`src/rtl/neuron_weight_sequencer_if.sv`:
```
// Bus bundle for neuron_weight_sequencer. The bundle carries the command/status
// lines, the activation stream, the weight ROM port and the MAC pair output.
// The master view belongs to the sequencer. The slave view belongs to its
// surroundings: the command source, the activation source, the ROM and the MAC.
interface neuron_weight_sequencer_if #(
    parameter int DATA_W = 16,
    parameter int ADDR_W = 5
);
    logic              start;
    logic              abort;
    logic              busy;
    logic              done;
    logic              x_valid;
    logic [DATA_W-1:0] x_data;
    logic              x_ready;
    logic              mem_ren;
    logic [ADDR_W-1:0] mem_radd;
    logic [DATA_W-1:0] mem_rdata;
    logic              pair_valid;
    logic [DATA_W-1:0] pair_w;
    logic [DATA_W-1:0] pair_x;
    logic              pair_last;

    modport master (
        input  start, abort, x_valid, x_data, mem_rdata,
        output busy, done, x_ready, mem_ren, mem_radd,
               pair_valid, pair_w, pair_x, pair_last
    );

    modport slave (
        output start, abort, x_valid, x_data, mem_rdata,
        input  busy, done, x_ready, mem_ren, mem_radd,
               pair_valid, pair_w, pair_x, pair_last
    );
endinterface

```
`src/rtl/neuron_weight_sequencer.sv`:
```
// Weight sequencer for one neuron. Each accepted activation triggers one read
// of the synchronous weight ROM. The activation is delayed one cycle so that it
// lines up with the registered ROM data. The aligned {weight, activation} pair
// goes to the MAC; the final pair is flagged, and done pulses one cycle later.
module neuron_weight_sequencer #(
    parameter int NUM_WEIGHT = 30,
    parameter int ADDR_W     = (NUM_WEIGHT > 1) ? $clog2(NUM_WEIGHT) : 1,
    parameter int DATA_W     = 16
) (
    input  logic                      clk,
    input  logic                      rst_n,
    neuron_weight_sequencer_if.master bus
);
    localparam logic [ADDR_W-1:0] LAST_ADDR = ADDR_W'(NUM_WEIGHT - 1);

    typedef enum logic [1:0] {S_IDLE, S_RUN, S_DRAIN, S_DONE} state_t;

    state_t            state, state_n;
    logic [ADDR_W-1:0] addr;
    logic              rdy;
    logic              busy_c;
    logic              done_c;
    logic              hs;
    logic              at_last;

    // Stage p1: the activation, valid and last flag, aligned to the ROM output register
    logic [DATA_W-1:0] x_p1;
    logic              vld_p1;
    logic              last_p1;

    assign hs      = bus.x_valid & rdy;
    assign at_last = (addr == LAST_ADDR);

    // State register
    always_ff @(posedge clk or negedge rst_n) begin
        if (!rst_n) state <= S_IDLE;
        else        state <= state_n;
    end

    // Next state and control outputs; abort overrides every transition and masks the handshake
    always_comb begin
        state_n = state;
        rdy     = 1'b0;
        busy_c  = 1'b0;
        done_c  = 1'b0;
        case (state)
            S_IDLE: begin
                if (bus.start && !bus.abort) state_n = S_RUN;
            end
            S_RUN: begin
                busy_c = 1'b1;
                rdy    = !bus.abort;
                if (bus.abort)                  state_n = S_IDLE;
                else if (bus.x_valid && at_last) state_n = S_DRAIN;
            end
            S_DRAIN: begin
                busy_c  = 1'b1;
                state_n = bus.abort ? S_IDLE : S_DONE;
            end
            S_DONE: begin
                done_c  = !bus.abort;
                state_n = S_IDLE;
            end
            default: state_n = S_IDLE;
        endcase
    end

    // Read address: clears at start, end or abort; advances per handshake; holds at the last index
    always_ff @(posedge clk or negedge rst_n) begin
        if (!rst_n) begin
            addr <= '0;
        end else if (bus.abort || state == S_DONE || (state == S_IDLE && bus.start)) begin
            addr <= '0;
        end else if (hs && !at_last) begin
            addr <= addr + 1'b1;
        end
    end

    // Stage p0 -> p1: capture the accepted activation while the ROM registers its weight
    always_ff @(posedge clk or negedge rst_n) begin
        if (!rst_n) begin
            x_p1    <= '0;
            vld_p1  <= 1'b0;
            last_p1 <= 1'b0;
        end else begin
            vld_p1 <= hs;
            if (hs) begin
                x_p1    <= bus.x_data;
                last_p1 <= at_last;
            end
        end
    end

    assign bus.x_ready    = rdy;
    assign bus.busy       = busy_c;
    assign bus.done       = done_c;
    assign bus.mem_ren    = hs;
    assign bus.mem_radd   = addr;
    assign bus.pair_valid = vld_p1;
    assign bus.pair_w     = bus.mem_rdata;
    assign bus.pair_x     = x_p1;
    assign bus.pair_last  = vld_p1 & last_p1;
endmodule

```
`src/flat_wrapper.sv`:
```
// flat-port wrapper written by rule: the top's interface ports become plain ports
module neuron_weight_sequencer_flat 
#(
    parameter int NUM_WEIGHT = 30,
    parameter int ADDR_W     = (NUM_WEIGHT > 1) ? $clog2(NUM_WEIGHT) : 1,
    parameter int DATA_W     = 16
)
  (clk, rst_n, bus_start, bus_abort, bus_x_valid, bus_x_data, bus_mem_rdata, bus_busy, bus_done, bus_x_ready, bus_mem_ren, bus_mem_radd, bus_pair_valid, bus_pair_w, bus_pair_x, bus_pair_last);
  neuron_weight_sequencer_if #(.DATA_W(DATA_W), .ADDR_W(ADDR_W)) bus_i ();
  input  logic clk;
  input  logic rst_n;
  input wire logic [$bits(bus_i.start)-1:0] bus_start;
  input wire logic [$bits(bus_i.abort)-1:0] bus_abort;
  input wire logic [$bits(bus_i.x_valid)-1:0] bus_x_valid;
  input wire logic [$bits(bus_i.x_data)-1:0] bus_x_data;
  input wire logic [$bits(bus_i.mem_rdata)-1:0] bus_mem_rdata;
  output wire logic [$bits(bus_i.busy)-1:0] bus_busy;
  output wire logic [$bits(bus_i.done)-1:0] bus_done;
  output wire logic [$bits(bus_i.x_ready)-1:0] bus_x_ready;
  output wire logic [$bits(bus_i.mem_ren)-1:0] bus_mem_ren;
  output wire logic [$bits(bus_i.mem_radd)-1:0] bus_mem_radd;
  output wire logic [$bits(bus_i.pair_valid)-1:0] bus_pair_valid;
  output wire logic [$bits(bus_i.pair_w)-1:0] bus_pair_w;
  output wire logic [$bits(bus_i.pair_x)-1:0] bus_pair_x;
  output wire logic [$bits(bus_i.pair_last)-1:0] bus_pair_last;
  assign bus_i.start = bus_start;
  assign bus_i.abort = bus_abort;
  assign bus_i.x_valid = bus_x_valid;
  assign bus_i.x_data = bus_x_data;
  assign bus_i.mem_rdata = bus_mem_rdata;
  assign bus_busy = bus_i.busy;
  assign bus_done = bus_i.done;
  assign bus_x_ready = bus_i.x_ready;
  assign bus_mem_ren = bus_i.mem_ren;
  assign bus_mem_radd = bus_i.mem_radd;
  assign bus_pair_valid = bus_i.pair_valid;
  assign bus_pair_w = bus_i.pair_w;
  assign bus_pair_x = bus_i.pair_x;
  assign bus_pair_last = bus_i.pair_last;
  neuron_weight_sequencer #(.NUM_WEIGHT(NUM_WEIGHT), .ADDR_W(ADDR_W), .DATA_W(DATA_W)) u_core (.clk(clk), .rst_n(rst_n), .bus(bus_i));
endmodule
```
`config.mk`:
```
export PLATFORM = sky130hd
export DESIGN_NAME = neuron_weight_sequencer_flat
export DESIGN_NICKNAME = d
export VERILOG_FILES = /design/src/rtl/neuron_weight_sequencer_if.sv /design/src/rtl/neuron_weight_sequencer.sv /design/src/flat_wrapper.sv
export SDC_FILE = /design/constraint.sdc
export NUM_CORES = 1
export LEC_CHECK = 0
export BUFFER_PORTS_ARGS = -buffer_cell sky130_fd_sc_hd__buf_2
export CAP_MARGIN = 20
export CORE_MARGIN = 2
export CORE_UTILIZATION = 43
export DETAILED_ROUTE_END_ITERATION = 10
export GPL_ROUTABILITY_DRIVEN = 0
export PLACE_DENSITY = 0.9
export SYNTH_ARGS = -nofsm -noshare
export SYNTH_HDL_FRONTEND = slang
export SYNTH_SLANG_ARGS = --single-unit
```
`constraint.sdc`:
```
create_clock -name clk -period 2.2 [get_ports clk]
set_clock_uncertainty 0.2 [all_clocks]
set_input_delay 0.33 -clock clk [delete_from_list [all_inputs] [get_ports clk]]
set_output_delay 0.33 -clock clk [all_outputs]
set_load 0.05 [all_outputs]
```
==> summary by stage, run 1 <==
Logic synthesis
The synthesized netlist devotes around 6.6% of its cell area to adder and majority cells. The area fraction in compound gates after synthesis is 6.69%. The synthesized netlist devotes 0% of its cell area to XOR and XNOR gates. The flop and latch count out of synthesis is 25.

The mean post-synth cell area is 12.2 µm². The total standard cell area after synthesis is 1330 µm². The number of distinct library cells after synthesis is 31.

The warning count from the yosys run is 0. By area, the combinational part of the netlist is dominated by multiplexers. Counting every net in the synthesized netlist gives 153.

Sequential elements use 47.1% of the synthesized area. The multiplexer fraction of the synthesized cell area is around 15%. The number of cells produced by synthesis is 109.

The area fraction in and, or, nand and nor cells after synthesis is between 10% and 20%.

Placed design
The placed instances occupy a cell area of 1460 µm². The detailed-placement wirelength estimate is 2060 µm. The count of buffers from port buffering is 47.

STA
The achievable frequency is 0.485 GHz. The number of max-slew violations in the final report is 0. Measured against its own limit, the worst slew margin works out to 62.6%. The total count of hold-check failures in the final report is 0. The post-route fraction of the period consumed by the critical path is between 90% and 100%. Setup repair after global routing left no endpoint under its margin. The shortest period the worst path allows is just over 2 ns. The final setup violation count is 0. At the pin with the least slew margin, the transition time is 0.562 ns. Setup total negative slack on the finished layout was measured at 0 ns.

Critical path
Traced cell by cell, the critical path runs through inv_1, ha_4, nor2b_2, buf_4. The critical-path maximum fanout is 6. STA classifies the critical path startpoint as a flop. The slowest stage of the critical path is the dfrtp_1 cell. In this design, the stage delay of the slowest critical-path cell is 0.42 ns.

The worst setup path is captured at a primary output. The type of the worst setup path is flop to primary output. The worst endpoint data arrival time is about 1.5 ns. The endpoint required time on the critical path is 1.67 ns.

Die
The die area is 3550 µm². The region available for standard cell placement spans about 3000 µm². The number of placed I/O pins is 80. Row generation in the floorplan step produced 20 rows. Once the floorplan was initialized, standard cells occupied between 40 and 50% of the core. The die is 59.6 µm tall. The floorplan step set the die width to 59.6 µm.

GRT
The maximum number of pins on one net before global-route repair is 26. Global routing used 16.3% of the available tracks across all layers. The first-pass GRT wire length is 4350 µm. The via count of the first global-routing pass is ~1000. The initial antenna violation count is 0. Global routing finished with a remaining overflow of 0.

Layout
The share of the core filled with cells is 50.7%. The repair_antennas step left the layout with diodes totalling 0. The layout overhead on the synthesized area is 14.7%. The library cell used most frequently in the layout, excluding fill and tap cells, is buf_2. The top cell types in the final layout, fill and taps aside, are 45 x buf_2, 25 x dfrtp_1, 13 x mux2_2. The area of all placed cells without fillers is between 1500 and 2000 µm². The final layout net count is 189.

The layout cell share with drive strength beyond 1 is 49.3%.

Detailed routing
The highest metal layer carrying signal wires in the routed design is met4. Across all layers, the routed design uses 968 vias. The antenna violation net count after detailed routing is 0. After detailed routing, the average wire length per cell comes to 15.3 µm. The mean number of vias per cell is 5.47. The detailed router finished its first iteration with 11 violations. The amount of wire on met2 after detailed routing is 1430 µm. The first-pass iteration count of the detailed router is 4.

The number of DRC violations after detailed routing is 0. Detailed routing placed a total of 226 µm of wire on met3. Wires add up to 2710 µm. The total routed wire length on the met1 layer is 946 µm.

Outcome
The run finished with clean final reports.

CTS
The number of clock buffers added by TritonCTS is 3. CTS built an H-tree with a depth of 1. For this design, the sink count on the clock tree is 25. The CTS tree is built. The clock-pin slew on the worst setup and hold paths is 0.13 ns.

Clock latency on the worst-skew pair, taken at its later pin, is 0.31 ns. In this run the clock root is driven by a clkbuf_4. In this run the deepest clock path goes through 2 buffers.

Power
For this design the static power due to leakage is slightly below 0.8 nW. Dividing total power by cell area gives a power density of roughly 1500 nW/µm². Total power for the finished layout comes to 2.28 mW. The worst-case IR drop observed on VDD is 0.776 mV.

Worst hold path
The min-delay analysis places its worst path in the category input pin to flop.

Run
The tool flagged a number of max-cap violations equal to 0.
==> power breakdown <==
group	total (mW)	switching, mW	internal (mW)
Clock	0.199	0.128	0.0706
Sequential	0.737	0.103	0.634
Combinational	1.35	0.959	0.387
==> synth_stat cells <==
cell      instances  area share [%]
nand4b_1          1            0.66
and2_1            1            0.47
o31ai_1           1            0.57
nand2_1           3            0.85
nand3b_4          1             1.5
mux2i_1           2             1.5
buf_6             2             1.7
or3_1             2            0.94
nor4b_1           1            0.66
nor2b_2           1            0.66
nor4_1            1            0.47
nor2b_1           1            0.47
a311oi_1          1            0.66
nor2_1            1            0.28
o21ai_0           3             1.1
nor3_1            2            0.75
nand4_2           1            0.94
nand2b_1          1            0.47
mux2_1            3             2.5
a211o_1           1            0.66
and4_2            1            0.75
nor3b_1           1            0.57
a21oi_1           3             1.1
mux2_2           13              11
a31oi_1           3             1.4
buf_4            17             9.6
ha_1              7             6.6
inv_1             7             2.0
dfrtp_1          25              47
and4b_1           1            0.75
a221oi_2          1             1.1
==> what timing repair did <==
action / CTS / global route
pin swaps: 1 / 0
resized for setup: 2 / 3
endpoints found under the setup margin: 2 / 1
setup buffers: 1 / 0
endpoints found under the hold margin: 25 / 0
hold buffers: 1 / 0
==> kinds of logic (layout without fill, tap and decap cells) <==
| family | Yosys count | after routing |
|---|---|---|
| buffers and inverters | 26 | 61 |
| multiplexers | 18 | 18 |
| adder cells (fa/ha/maj) | 7 | 7 |
| AND/OR/NAND/NOR | 20 | 20 |
| flip-flops | 25 | 25 |
| AO/OA/AOI/OAI | 13 | 13 |
==> metrics by stage <==
step / hold slack [ns] / instances / setup WS [ns]
after floorplan: -0.166 / 109 / 0.218
after detailed placement: 0.158 / 171 / 0.184
final: 0.0388 / 177 / 0.138
after global placement: 0.133 / 171 / 0.302
after global routing: 0.00998 / 177 / 0.0442
after CTS: 0.0308 / 177 / 0.00887
==> cell type report <==
class                           count  area, µm²
Sequential cell                    25        626
Clock buffer                        4       26.3
Fill cell                         282       1480
Timing Repair Buffer               50        265
Tap cell                           33       41.3
Multi-Input combinational cell     58        538
Inverter                            7       26.3
==> sequential cells by signal, summed over array words and instances (netlist names) <==
register               count
u_core.bus.pair_x         16
u_core.bus.mem_radd        5
u_core.state               2
u_core.last_p1             1
u_core.bus.pair_valid      1
==> worst max-delay path, delay by kind of cell (launching register included) <==
family,cells,cell delay (ns)
adders and majority gates,1,0.20
buffers and inverters,2,0.39
DFF,1,0.42
and+or+nand+nor,1,0.21
==> path summary, 6_finish.rpt <==
path	slack (ns)	depth (start not counted)	from	to
worst max-delay path	0.14	4	u_core.state[1]	bus_x_ready
worst min-delay path	0.04	2	bus_x_data[12]	u_core.bus.pair_x[12]
worst max register to register	0.25	7	u_core.state[1]	u_core.bus.mem_radd[2]
worst min register to register	0.29	2	u_core.last_p1	u_core.last_p1
max in group asynchronous	1.09	2	rst_n	u_core.bus.pair_x[6]
min in group asynchronous	0.34	2	rst_n	u_core.state[0]
==> metal layers <==
layer	vias up	GRT usage, %
met5	-	0
met4	0	11.1
met3	18	3.06
met2	54	27.6
met1	459	18.3
li1	437	-
Note: power is estimated with default switching activity, not from simulation.
==> run 2: changes to the inputs <==
==> constraint.sdc (replaced) <==
create_clock -name clk -period 2.2 [get_ports clk]
set_clock_uncertainty 0.2 [all_clocks]
set_input_delay 0.33 -clock clk [delete_from_list [all_inputs] [get_ports clk]]
set_output_delay 0.33 -clock clk [all_outputs]
set_load 0.1 [all_outputs]
==> run 2 against run 1 <==
Non-clock buffer count stayed put. Core utilization grew 1.4 points. Via count shrank 2.1%. Global-route usage fell by 0.39 points. Worst hold slack got worse by 0.014 ns. Cell area increased by 2.7%. Sequential share of layout area is 1.0 points lower. Critical path depth is 1 lower. Setup slack got worse by 0.051 ns.
==> summary by stage, run 2 (synthesis gave the netlist of run 1 again) <==
Detailed routing
The mean number of vias per cell came to 5.36 (-2.1%). The detailed-route via count was 948 (-2.1%). The antenna violation net count after detailed routing is 0 (unchanged). The number of DRC violations after detailed routing was 0 (unchanged). The iteration-0 DRC count of the detailed router is 14 (+3). The first-pass iteration count of the detailed router is 4 (unchanged). The wire length after detailed routing is 2690 µm (-0.89%). The detailed-route wire length per cell is 15.2 µm (-0.89%).

STA
The shortest period the worst path allows is 2.11 ns (+0.0513 ns). The total negative slack for setup checks is 0 ns (unchanged). The worst setup slack after layout is 0.0872 ns (-0.0513 ns). The measured slew at the worst slew-check pin is 0.549 ns (-0.0124 ns). Setup repair after global routing left no endpoint under its margin. The total count of hold-check failures in the final report came to 0 (unchanged). The post-route fraction of the period consumed by the critical path is 96.0% (+2.3 points). The number of max-slew violations in the final report is 0 (unchanged).

The achievable frequency came to 0.473 GHz (-2.4%). The headroom to the max-slew limit came to 63.4% (+0.82 points). The final setup violation count is 0 (unchanged).

GRT
The initial antenna violation count came to 0 (unchanged). The combined global-route utilization of all metal layers was 15.9% (-0.39 points). The first-pass GRT wire length is 4270 µm (-1.7%). The met2 capacity usage during global routing came to 26.5% (-1.1 points). The met1 usage in global routing came to 19.5% (+1.2 points). The via count of the first global-routing pass was 990 (+1.9%). The final global-route overflow total is 0 (unchanged). The global routing usage on met3 came to 2.84% (-0.22 points). The global-route layer with the greatest usage is met2. The maximum number of pins on one net before global-route repair is 26 (unchanged).

Outcome
The flow ran to the end, and the final reports show no timing, DRC or antenna violations.

Layout
The final layout net count was 189 (unchanged). The layout cell share with drive strength beyond 1 is 52.1% (+2.8 points). The library cell used most frequently in the layout, excluding fill and tap cells, is buf_2.

The number of fillers in the final layout is 261 (-7.4%). The count of placed standard cells in the final layout, fillers left out came to 177 (unchanged). The area of all placed cells without fillers is 1560 µm² (+2.7%). The flip-flop count of the largest register after layout is 16 (unchanged). The final antenna diode count was 0 (unchanged).

The library cells used most frequently in the layout, excluding fill and tap cells, are 45 x buf_2, 24 x dfrtp_1, 13 x mux2_2. The area growth from synthesis to layout is 17.8%.

Critical path
The worst endpoint data arrival time is 1.58 ns (+0.05 ns). The kind of cell adding the most delay to the critical path is buffers and inverters. The critical path goes through inv_1, ha_1, buf_2. The delay contributed by the slowest stage of the critical path is 0.45 ns (+0.03 ns). The critical-path maximum fanout is 4 (-2). The startpoint class of the critical path is a flop.

The slowest stage of the critical path belongs to the cell dfrtp_1. The type of the worst setup path is flop to primary output. The kind of end point of the critical path is a primary output. The endpoint required time on the critical path was 1.67 ns (about the same).

The number of buffers and inverters on the critical path is 2 (unchanged).

Placed design
The worst setup timing slack at the placement stage came to 0.360 ns (+0.176 ns). The area after detailed placement is 1500 µm² (+2.7%). The number of placed cells counting well taps is 171 (unchanged).

The count of buffers from port buffering was 47 (unchanged). The detailed-placement wirelength estimate was 2130 µm (+3.3%).

CTS
The CTS tree is built. The number of CTS-inserted buffers is 3 (unchanged). The buffer depth of the longest clock path is 2 (unchanged). The number of sinks driven by the clock tree is 25 (unchanged). The clock-pin slew on the worst setup and hold paths is 0.14 ns (about the same). The buffer count from post-CTS setup fixing is 0 (-1).

The root buffer cell chosen for the clock tree is clkbuf_4. The number of H-tree branching levels came to 1 (unchanged). The later-pin clock latency in the skew report came to 0.31 ns (about the same).

Die
The row count came to 20 (unchanged). The initial standard-cell utilization of the core was 44.2% (unchanged). The height of the die is 59.6 µm (unchanged). The number of placed I/O pins is 80 (unchanged). The area of the placeable core came to 3000 µm² (unchanged). The die area was 3550 µm² (unchanged). The width of the die is 59.6 µm (unchanged).

Run
The total of max-cap violations came to 0 (unchanged).

Worst hold path
The worst hold path belongs to the class input pin to flop.
[run 2: per-stage QoR]
stage / hold slack (ns) / utilization (%)
after CTS: 0.0178 / 51.4
after global routing: 0.00920 / 52.1
after detailed placement: 0.152 / 50.0
after global placement: 0.135 / 50.0
final: 0.0251 / 52.1
after floorplan: -0.166 / -
[run 2: path summary, 6_finish.rpt]
check	end	cells past startpoint	slack, ns	from
worst max-delay path	bus_busy	3	0.09	u_core.state[0]
worst min-delay path	u_core.bus.pair_x[13]	2	0.03	bus_x_data[13]
worst max register to register	u_core.state[1]	5	0.40	u_core.bus.mem_radd[1]
worst min register to register	u_core.last_p1	2	0.29	u_core.last_p1
max in group asynchronous	u_core.bus.mem_radd[0]	2	1.10	rst_n
min in group asynchronous	u_core.bus.pair_x[7]	2	0.31	rst_n
[run 2: layout make-up]
cell class / count / area (µm²) / share of cell area (%)
clock inverters: 1 / 7.51 / 0.480
clock buffers: 3 / 22.5 / 1.44
inverters: 7 / 26.3 / 1.68
flip-flops and latches: 25 / 627 / 40.1
repair buffers: 50 / 293 / 18.7
well taps: 33 / 41.3 / 2.64
multi-input cells: 58 / 547 / 35.0
[run 2: routing by layer]
metal  vias up  wire length [µm]
li1        433                 -
met1       463              1010
met2        44              1480
met3         8               136
met4         0                63
met5         -                 0
[run 2: worst reg2reg max path, stage by stage (launching register included)]
cell	delay (ns)
dfrtp_1	0.47
inv_1	0.09
ha_1	0.19
nand4_2	0.15
a221oi_2	0.40
mux2i_1	0.23
[run 2: timing repair]
| item | CTS | global route |
|---|---|---|
| endpoints found under the setup margin | 1 | 1 |
| hold buffers | 1 | 1 |
| endpoints found under the hold margin | 25 | 1 |
| resized for setup | 1 | 2 |
Power of run 2 is left out: the tool's default activity adds up to more than one toggle a clock period on the data nets, which glitch-free logic cannot reach.
